## src/rtl/his_acq_scheduler.sv

```systemverilog
// his_acq_scheduler: per-pixel histogram acquisition sequencer for one dToF frame.
// Each pixel: clear -> coarse pass -> CH readout -> peak -> clear -> fine pass -> FH readout.
// Optional feature macro: HIS_TIMEOUT_EN (readout/peak wait timeout with sticky err_o).
module his_acq_scheduler #(
   parameter int NB      = 8,
   parameter int N_BINS  = 64,
   parameter int CSHIFT  = 2,
   parameter int N_LASER = 1024,
   parameter int N_PIX   = 16,
   parameter int TO_CYC  = 4096,
   localparam int AW     = (N_BINS > 1) ? $clog2(N_BINS) : 1,
   localparam int PW     = (N_PIX > 1) ? $clog2(N_PIX) : 1
) (
   input  logic          clk_i,
   input  logic          res_i,
   input  logic          start_i,
   input  logic          laser_sync_i,
   input  logic          tdc_vld_i,
   input  logic [NB-1:0] tdc_addr_i,
   input  logic          peak_vld_i,
   input  logic [NB-1:0] peak_bin_i,
   input  logic          rd_done_i,
   output logic [1:0]    hb_wrEn_o,
   output logic [AW-1:0] hb_addr_o,
   output logic          hb_clr_o,
   output logic          rd_req_o,
   output logic          hisNum_o,
   output logic [PW-1:0] pix_idx_o,
   output logic          busy_o,
   output logic          frame_done_o,
   output logic          err_o
);

   localparam int LW = $clog2(N_LASER + 1);
   localparam logic [AW-1:0] CLR_LAST   = AW'(N_BINS - 1);
   localparam logic [LW-1:0] LASER_LAST = LW'(N_LASER - 1);
   localparam logic [PW-1:0] PIX_LAST   = PW'(N_PIX - 1);
   localparam logic [NB:0]   NBINS_X    = (NB + 1)'(N_BINS);
   localparam logic [NB:0]   HALF_X     = (NB + 1)'(N_BINS / 2);
   localparam logic [NB:0]   TOP_X      = (NB + 1)'((1 << NB) - N_BINS);

   typedef enum logic [2:0] {
      S_IDLE, S_CLEAR, S_COARSE, S_CRD, S_PEAK, S_FINE, S_FRD, S_NEXT
   } state_t;

   state_t        state_q;
   logic [AW-1:0] clr_cnt_q;
   logic [LW-1:0] laser_q;
   logic [PW-1:0] pix_q;
   logic [NB-1:0] win_base_q;
   logic          after_peak_q;
   logic [1:0]    hb_wrEn_q;
   logic [AW-1:0] hb_addr_q;
   logic          hb_clr_q;
   logic          rd_req_q;
   logic          hisNum_q;
   logic          busy_q;
   logic          frame_done_q;

   logic [NB-1:0] cbin;
   logic          cbin_ok;
   logic [NB:0]   win_hi;
   logic          fine_ok;
   logic [NB:0]   peak_x;
   logic [NB-1:0] win_base_d;
   logic          timeout;

   // Event classification and window placement from the peak
   always_comb begin
      cbin       = tdc_addr_i >> CSHIFT;
      cbin_ok    = ({1'b0, cbin} < NBINS_X);
      win_hi     = {1'b0, win_base_q} + NBINS_X;
      fine_ok    = (tdc_addr_i >= win_base_q) && ({1'b0, tdc_addr_i} < win_hi);
      peak_x     = {1'b0, peak_bin_i};
      win_base_d = '0;
      if (peak_x < HALF_X)
         win_base_d = '0;
      else if ((peak_x - HALF_X) > TOP_X)
         win_base_d = TOP_X[NB-1:0];
      else
         win_base_d = NB'(peak_x - HALF_X);
   end

`ifdef HIS_TIMEOUT_EN
   localparam int TW = $clog2(TO_CYC + 1);
   logic [TW-1:0] to_cnt_q;
   logic          err_q;
   logic          waiting;
   logic          leave_wait;

   always_comb begin
      waiting    = (state_q == S_CRD) || (state_q == S_PEAK) || (state_q == S_FRD);
      timeout    = waiting && (to_cnt_q == TW'(TO_CYC - 1));
      leave_wait = timeout
                 || ((state_q == S_CRD || state_q == S_FRD) && rd_done_i)
                 || ((state_q == S_PEAK) && peak_vld_i);
   end

   // Cycle counter for each wait state; restarts whenever a wait state is entered
   always_ff @(posedge clk_i or negedge res_i) begin
      if (!res_i) begin
         to_cnt_q <= '0;
         err_q    <= 1'b0;
      end else begin
         if (!waiting || leave_wait)
            to_cnt_q <= '0;
         else
            to_cnt_q <= to_cnt_q + TW'(1);
         if (timeout)
            err_q <= 1'b1;
      end
   end

   assign err_o = err_q;
`else
   assign timeout = 1'b0;
   assign err_o   = 1'b0;
`endif

   // Main sequencer; every output is a register loaded on the transition that implies it.
   // A write is only loaded while sampling in COARSE/FINE, so at most the final event of a
   // pass appears one cycle after the pass ends and no stale write survives beyond that.
   always_ff @(posedge clk_i or negedge res_i) begin
      if (!res_i) begin
         state_q      <= S_IDLE;
         clr_cnt_q    <= '0;
         laser_q      <= '0;
         pix_q        <= '0;
         win_base_q   <= '0;
         after_peak_q <= 1'b0;
         hb_wrEn_q    <= 2'b00;
         hb_addr_q    <= '0;
         hb_clr_q     <= 1'b0;
         rd_req_q     <= 1'b0;
         hisNum_q     <= 1'b0;
         busy_q       <= 1'b0;
         frame_done_q <= 1'b0;
      end else begin
         frame_done_q <= 1'b0;
         hb_wrEn_q    <= 2'b00;
         if (timeout) begin
            state_q  <= S_IDLE;
            rd_req_q <= 1'b0;
            busy_q   <= 1'b0;
            hisNum_q <= 1'b0;
            frame_done_q <= 1'b1;
         end else begin
            case (state_q)
               S_IDLE: if (start_i) begin
                  state_q      <= S_CLEAR;
                  pix_q        <= '0;
                  busy_q       <= 1'b1;
                  hisNum_q     <= 1'b0;
                  after_peak_q <= 1'b0;
                  clr_cnt_q    <= '0;
                  hb_clr_q     <= 1'b1;
                  hb_addr_q    <= '0;
               end
               S_CLEAR: begin
                  if (clr_cnt_q == CLR_LAST) begin
                     hb_clr_q <= 1'b0;
                     laser_q  <= '0;
                     if (after_peak_q) begin
                        state_q      <= S_FINE;
                        hisNum_q     <= 1'b1;
                        after_peak_q <= 1'b0;
                     end else begin
                        state_q <= S_COARSE;
                     end
                  end else begin
                     clr_cnt_q <= clr_cnt_q + AW'(1);
                     hb_addr_q <= clr_cnt_q + AW'(1);
                  end
               end
               S_COARSE, S_FINE: begin
                  if (tdc_vld_i && state_q == S_COARSE && cbin_ok) begin
                     hb_wrEn_q <= 2'b11;
                     hb_addr_q <= cbin[AW-1:0];
                  end
                  if (tdc_vld_i && state_q == S_FINE && fine_ok) begin
                     hb_wrEn_q <= 2'b01;
                     hb_addr_q <= AW'(tdc_addr_i - win_base_q);
                  end
                  if (laser_sync_i) begin
                     if (laser_q == LASER_LAST) begin
                        state_q  <= (state_q == S_COARSE) ? S_CRD : S_FRD;
                        rd_req_q <= 1'b1;
                     end else begin
                        laser_q <= laser_q + LW'(1);
                     end
                  end
               end
               S_CRD, S_FRD: if (rd_done_i) begin
                  rd_req_q <= 1'b0;
                  state_q  <= (state_q == S_CRD) ? S_PEAK : S_NEXT;
               end
               S_PEAK: if (peak_vld_i) begin
                  win_base_q   <= win_base_d;
                  after_peak_q <= 1'b1;
                  state_q      <= S_CLEAR;
                  clr_cnt_q    <= '0;
                  hb_clr_q     <= 1'b1;
                  hb_addr_q    <= '0;
               end
               S_NEXT: begin
                  hisNum_q <= 1'b0;
                  if (pix_q == PIX_LAST) begin
                     state_q      <= S_IDLE;
                     busy_q       <= 1'b0;
                     frame_done_q <= 1'b1;
                  end else begin
                     pix_q     <= pix_q + PW'(1);
                     state_q   <= S_CLEAR;
                     clr_cnt_q <= '0;
                     hb_clr_q  <= 1'b1;
                     hb_addr_q <= '0;
                  end
               end
               default: state_q <= S_IDLE;
            endcase
         end
      end
   end

   assign hb_wrEn_o    = hb_wrEn_q;
   assign hb_addr_o    = hb_addr_q;
   assign hb_clr_o     = hb_clr_q;
   assign rd_req_o     = rd_req_q;
   assign hisNum_o     = hisNum_q;
   assign pix_idx_o    = pix_q;
   assign busy_o       = busy_q;
   assign frame_done_o = frame_done_q;

endmodule
```

## config.mk

```make
export PLATFORM = sky130hd
export DESIGN_NAME = his_acq_scheduler
export DESIGN_NICKNAME = d
export VERILOG_FILES = /design/src/rtl/his_acq_scheduler.sv
export SDC_FILE = /design/constraint.sdc
export NUM_CORES = 1
export LEC_CHECK = 0
export ABC_AREA = 1
export CORE_ASPECT_RATIO = 0.6
export CORE_MARGIN = 2
export CORE_UTILIZATION = 49
export CTS_BUF_LIST = sky130_fd_sc_hd__clkbuf_16
export CTS_CLUSTER_DIAMETER = 50
export CTS_CLUSTER_SIZE = 20
export DETAILED_ROUTE_END_ITERATION = 6
export PLACE_DENSITY = 0.79
export SYNTH_ARGS = -nofsm -noshare
export SYNTH_HDL_FRONTEND = slang
export SYNTH_SLANG_ARGS = --single-unit
```

## constraint.sdc

```tcl
create_clock -name clk_i -period 2.7 [get_ports clk_i]
set_input_delay 0.54 -clock clk_i [delete_from_list [all_inputs] [get_ports clk_i]]
set_output_delay 0.54 -clock clk_i [all_outputs]
set_load 0.005 [all_outputs]
```

== After elaboration in Yosys (flattened, before gate mapping) ==
Index checks and enable logic that the tools add are counted.

* Multiplexer cells: 49
* $lt $le $gt $ge: 5
* Eq/ne operators: 22
* Reductions and logical operators: 26
* $add $sub $neg: 6

{| class="wikitable"
|+ Operator list
! cell !! count
|-
| $mux W6 || 6
|-
| $mux W11 || 3
|-
| $pmux W6 S5 || 1
|-
| $mux W3 || 8
|-
| $pmux W6 S4 || 1
|-
| $ne A2 B2 Y1 const B || 11
|-
| $pmux W11 S2 || 1
|-
| $pmux W3 S6 || 1
|-
| $mux W8 || 2
|-
| $reduce_and A4 Y1 || 4
|-
| $mux W1 || 14
|-
| $eq A3 B3 Y1 const B || 4
|-
| $reduce_and A6 Y1 || 2
|-
| $add A11 B1 Y11 const B || 1
|-
| $eq A11 B10 Y1 const B || 1
|-
| $reduce_and A5 Y1 || 2
|-
| $add A8 B7 Y9 const B || 1
|-
| $gt A9 B8 Y1 const B || 1
|-
| $lt A8 B9 Y1 || 1
|-
| $sub A8 B6 Y9 const B || 1
|-
| $ge A8 B8 Y1 || 1
|-
| $lt A8 B6 Y1 const B || 1
|-
| $mux W2 || 4
|-
| $mux W4 || 2
|-
| other kinds (22) || 34
|}

* Register bits after elaboration: 46
* Input bits: 23
* Output and inout port bits: 18

== Longest topological paths before layout ==
Gate-level depths: netlist of the first run.

* Depth in word-level cells: 6
* Mapped depth: 14

== Worst setup path before layout of the first run ==
No wires, ideal clock.

* Path kind: in2reg
* Start: in tdc_addr_i[0]
* End: reg hb_addr_q[0] (netlist: hb_addr_o[0])
* Slack: 0.507 ns
* Arrival time: 2.076 ns
* Buffers on the path: 0
* Stages: 13
* Library setup time: 0.117 ns
* Cell sequence: inv_1 > ha_1 > fa_1 > inv_1 > nand2_1 > nand2_1 > nand3_1 > nand3_1 > nand3_2 > nand3_2 > inv_2 > nand2_1 > nand2_1

* Longest elaborated chain between the ends: 5
* Elaborated cells on any way between the ends: 9
* Classes of those cells: 1 x add/sub; 2 x order compare; 1 x eq/ne; 2 x mux; 3 x reduce/logical

{| class="wikitable"
|+ RTL lines
! item !! line !! source
|-
| from (decl) || 19 || <nowiki>input logic [NB-1:0] tdc_addr_i,</nowiki>
|-
| $lt A8 B9 Y1 / $ge A8 B8 Y1 (equally long branches) || 73 || <nowiki>fine_ok = (tdc_addr_i >= win_base_q) && ({1'b0, tdc_addr_i} < win_hi);</nowiki>
|-
| $logic_and A1 B1 Y1 || 73 ||
|-
| $logic_and A1 B1 Y1 || 180 || <nowiki>if (tdc_vld_i && state_q == S_FINE && fine_ok) begin</nowiki>
|-
| $ne A3 B3 Y1 (no source line) / $mux W6 (equally long branches) || -- ||
|-
| $reduce_and A6 Y1 (no source line) / $pmux W6 S5 (equally long branches) || -- ||
|-
| to (signal assigned) || 172 || <nowiki>hb_addr_q <= clr_cnt_q + AW'(1);</nowiki>
|-
| to (signal assigned) || 178 || <nowiki>hb_addr_q <= cbin[AW-1:0];</nowiki>
|-
| to (signal assigned) || 182 || <nowiki>hb_addr_q <= AW'(tdc_addr_i - win_base_q);</nowiki>
|-
| to (decl) || 53 || <nowiki>logic [AW-1:0] hb_addr_q;</nowiki>
|}

Several ways; a longest one is shown, not always the timed one.
A chain may end at the register's enable or synchronous reset.

== Worst setup path after layout of the first run ==
Same ends and word-level chain as after synthesis.

==> results of run 1 <==
[Yosys cell counts, types with 2 or more instances]
cell type  count
xor2_1        10
nand2_1      105
o21ai_1        8
buf_2          2
nand3_1       34
nor2_1        35
o21ai_0       22
nand3_2        3
nor3_1         5
inv_2          7
nand2_2        3
o21ai_2        5
nand4_1        8
inv_1         52
a31oi_1        2
dfrtp_1       46
a21oi_1       12
nor2_2         4
ha_1          16
nor2_4         2
[power groups by stage]
stage               clock network (mW)  logic (mW)  registers [mW]
finish                           0.610        1.81            1.04
global route                     0.656        2.05            1.07
CTS                              0.616        1.80            1.04
detailed placement                   0        1.79            1.05
global placement                     0        1.73            1.05
floorplan                            0        1.24            1.02
[metrics by stage]
step,setup slack (ps),power (mW),hold slack [ps],std cells
after global routing,27.1,3.77,238,533
after global placement,62.1,2.78,471,525
after CTS,244,3.46,226,533
after floorplan,507,2.25,244,403
after detailed placement,-51.2,2.84,467,525
final,240,3.46,200,533
[layer usage]
metal,part of all wire [%],GRT usage [%],vias up
met5,0,0,-
met4,0.75,4.67,0
met1,54,36.6,1283
li1,-,-,1404
met2,38,32.7,104
met3,6.8,4.53,8
[worst register-to-register path, cell delays in order (launching register included)]
cell and delay [ps]:
dfrtp_1 420, ha_1 290, inv_1 40, ha_1 250, inv_1 30, nor2_1 120
nand2_1 90, nor2_1 100, nand2_1 140, nand3_2 220, nand3_2 180, inv_2 150
nand2_1 60, nand2_1 70
[cell type report]
class,instances,area (um2),area share (%)
Multi-Input combinational cell,292,1580,43.4
Clock buffer,5,125,3.43
Timing Repair Buffer,46,438,12.0
Inverter,61,231,6.35
Sequential cell,46,1150,31.6
Tap cell,80,100,2.75
Clock inverter,3,17.5,0.481
[worst min path at each step]
stage | start | to | slack [ps]
after detailed placement | hb_addr_o[4]$_DFFE_PN0P_ | hb_addr_o[4]$_DFFE_PN0P_ | 470
after floorplan | res_i | after_peak_q$_DFFE_PN0P_ | 240
after CTS | res_i | hb_addr_o[4]$_DFFE_PN0P_ | 230
after global placement | hb_addr_o[1]$_DFFE_PN0P_ | hb_addr_o[1]$_DFFE_PN0P_ | 470
after global routing | res_i | hb_addr_o[4]$_DFFE_PN0P_ | 240
final | res_i | hb_addr_o[2]$_DFFE_PN0P_ | 200
[registers in the layout, summed over array words and instances, names as in the netlist, 2 cells and up]
signal	cells
hb_addr_o	6
pix_idx_o	4
state_q	3
hb_wrEn_o	2
win_base_q	8
clr_cnt_q	6
laser_q	11
[logic make-up after synthesis]
group,Yosys count,share of synthesized area (%)
AND/OR/NAND/NOR,208,31.5
buffers and inverters,65,8.70
AO/OA/AOI/OAI,54,10.2
flip-flops,46,38.5
adder cells (fa/ha/maj),17,7.36
XOR/XNOR,11,3.22
other,1,0.125
multiplexers,1,0.376
==> metrics.md, run 1 <==
| Metric | Value |
|---|---|
| Status | `finished, final reports clean` |
| Worst Skew | `3.57 ps` |
| Largest fanout on the critical path | `10` |
| Leading register cell type out of synthesis | `dfrtp_1` |
| Setup violators final | `0` |
| Post-synth net total | `443` |
| Slowest stage cell, crit path | `clkdlybuf4s50_1` |
| CTS hold repair buffers | `0` |
| Buffers plus inverters on the worst setup path | `4` |
| Cells after synthesis | `403` |
| Max IR drop VDD | `0.473 mV` |
| Capturing point of the worst reg2reg path | `hb_addr_o[0]$_DFFE_PN0P_` |
| Die Footprint | `6770 um2` |
| Endpoint of the worst setup timing path | `hb_addr_o[0]$_DFFE_PN0P_` |
| Starting utilization of the core area | `52.2%` |
| Clk pwr share | `17.6%` |
| Worst r2r path cells | `13` |
| Switching power as a share of total power | `44.7%` |
| Antenna violations before repair | `0` |
| Most common cell after layout, fill and taps aside | `nand2_1` |
| Number of optimization iterations in the first detailed-route pass | `6` |
| Crit path largest cell delay | `450 ps` |
| Proportion of power drawn by flip-flops and latches | `30.1%` |
| Max-cap check violation count | `0` |
| Area share of the largest cell type after synthesis | `38.5%` |
| Residual overflow from global routing | `0` |
| Combinational power share | `52.2%` |
| Post-synthesis cell area | `2990 um2` |
| Num CTS Buffers | `5` |
| Count of different cell masters after synthesis | `42` |
| Via-to-Cell Ratio | `5.25` |
| Share of flip-flops with an asynchronous set or reset | `100%` |
| Warnings, synthesis | `0` |
| Via count of the routed design | `2799` |
| Signal arrival time at the worst endpoint | `2630 ps` |
| Fraction of the cycle the final worst path needs | `91.1%` |
| CTS Sinks | `46` |
| Synthesis-to-layout area growth | `21.8%` |
| Largest cells by area after synthesis | `dfrtp_1 38%, nand2_1 13%, ha_1 6.7%, inv_1 6.5%, nand3_1 5.7%` |
| Critical path type | `in2reg` |
| Final routed wire length divided by cell count | `13.4 um` |
| Seq/Total Area, Yosys | `38.5%` |
| Count of buffers inserted at the top-level ports | `39` |
| Logic depth of the worst setup path including buffers | `14` |
| Pin count of the biggest net entering global routing | `22` |
| Post-synthesis sequential element count | `46` |
| Half-perimeter wire length of the detailed placement result | `5550 um` |
| Count of cells resized by post-cts repair | `0` |
| Wire length of the first global-routing pass | `12500 um` |
| Final hold violations | `0` |
| Post-synth top area cell | `dfrtp_1` |
| Timing startpoint of the critical path | `tdc_addr_i[0]` |
| Number of antenna cells inserted | `0` |
| Via count of the first global-routing pass | `2632` |
| Total wire length | `7160 um` |
| Violation count after the first detailed-routing iteration | `219` |
| Mapped Avg Cell Area | `7.42 um2` |
| Worst R2R Start | `win_base_q[6]$_DFFE_PN0P_` |
| Startpoint Class | `input pin` |
| R2r setup slk | `480 ps` |
| Category of cells accounting for the largest share of critical-path delay | `simple AND/OR/NAND/NOR gates` |
| Number of placed I/O pins | `41` |
| Number of enable-type register cells in the synthesized netlist | `0` |
| Weighted congestion at the end of routability-driven global placement | `0.837` |
| Total number of nets in the final design | `492` |
| Endpoint class of the critical path | `register` |
| CP Data Required Time | `2870 ps` |
| Number of post-CTS setup repair buffers | `0` |
| Final Max Slew Viols | `0` |
| Gr usage total | `23.3%` |
| Power spent charging and discharging nets | `1.55 mW` |
| CP most frequent cell | `nand2_1` |
| Max Buffers Root-to-Sink | `2` |
| Clock tree root driver cell | `clkbuf_16` |
| Unrepaired setup endpoints after global routing | `no` |
| Layout cells sized above 1 | `10.4%` |
| Worst skew pair latency | `280 ps` |
| Maximum level of the CTS H-tree | `2` |
| Drc violations | `0` |
| Worst-margin pin slew | `509 ps` |
| Fmax | `406 MHz` |
| Core box area | `5730 um2` |
| Clock transition time at the flip-flop clock pins of the worst setup and hold paths | `60 ps` |
| Final standard cell area without fillers | `3640 um2` |
| Die X-Extent | `105 um` |
| Design internal power | `1.91 mW` |
| Die height | `64.5 um` |
| Row count | `21` |
| CTS tree | `built` |
| Total power divided by cell area | `950 nW/um2` |
| Total negative slack for setup checks | `0 ps` |
| Most frequent cells in the layout | `105 x nand2_1, 53 x inv_1, 46 x dfrtp_1, 38 x clkdlybuf4s50_1, 35 x nor2_1` |
| Min cycle time layout | `2460 ps` |
| Static leakage | `1.84 nW` |
| CP Cell Sequence | `clkdlybuf4s50_1, inv_1, ha_1, fa_1, inv_1, nand2_1, nand2_1, nand3_1, nand3_1, nand3_2, nand3_2, inv_2, nand2_1, nand2_1` |
| Filler cells | `536` |
| Tightest Hold Check Type | `in2async` |
| Headroom to the max-slew limit | `65.9%` |
| Final core utilization | `63.6%` |
| Antenna-violating nets left | `0` |
| Post-placement cell area | `3500 um2` |
(Power assumes the default switching activity.)
==> run 2: changes to the inputs <==
--- a/config.mk
+++ b/config.mk
@@ -14,6 +14,7 @@
 export CTS_CLUSTER_SIZE = 20
 export DETAILED_ROUTE_END_ITERATION = 6
 export PLACE_DENSITY = 0.79
+export SETUP_SLACK_MARGIN = 0.02
 export SYNTH_ARGS = -nofsm -noshare
 export SYNTH_HDL_FRONTEND = slang
 export SYNTH_SLANG_ARGS = --single-unit
==> results of run 2 <==
Same layout as run 1: the final DEF is identical, and so are final timing and power.
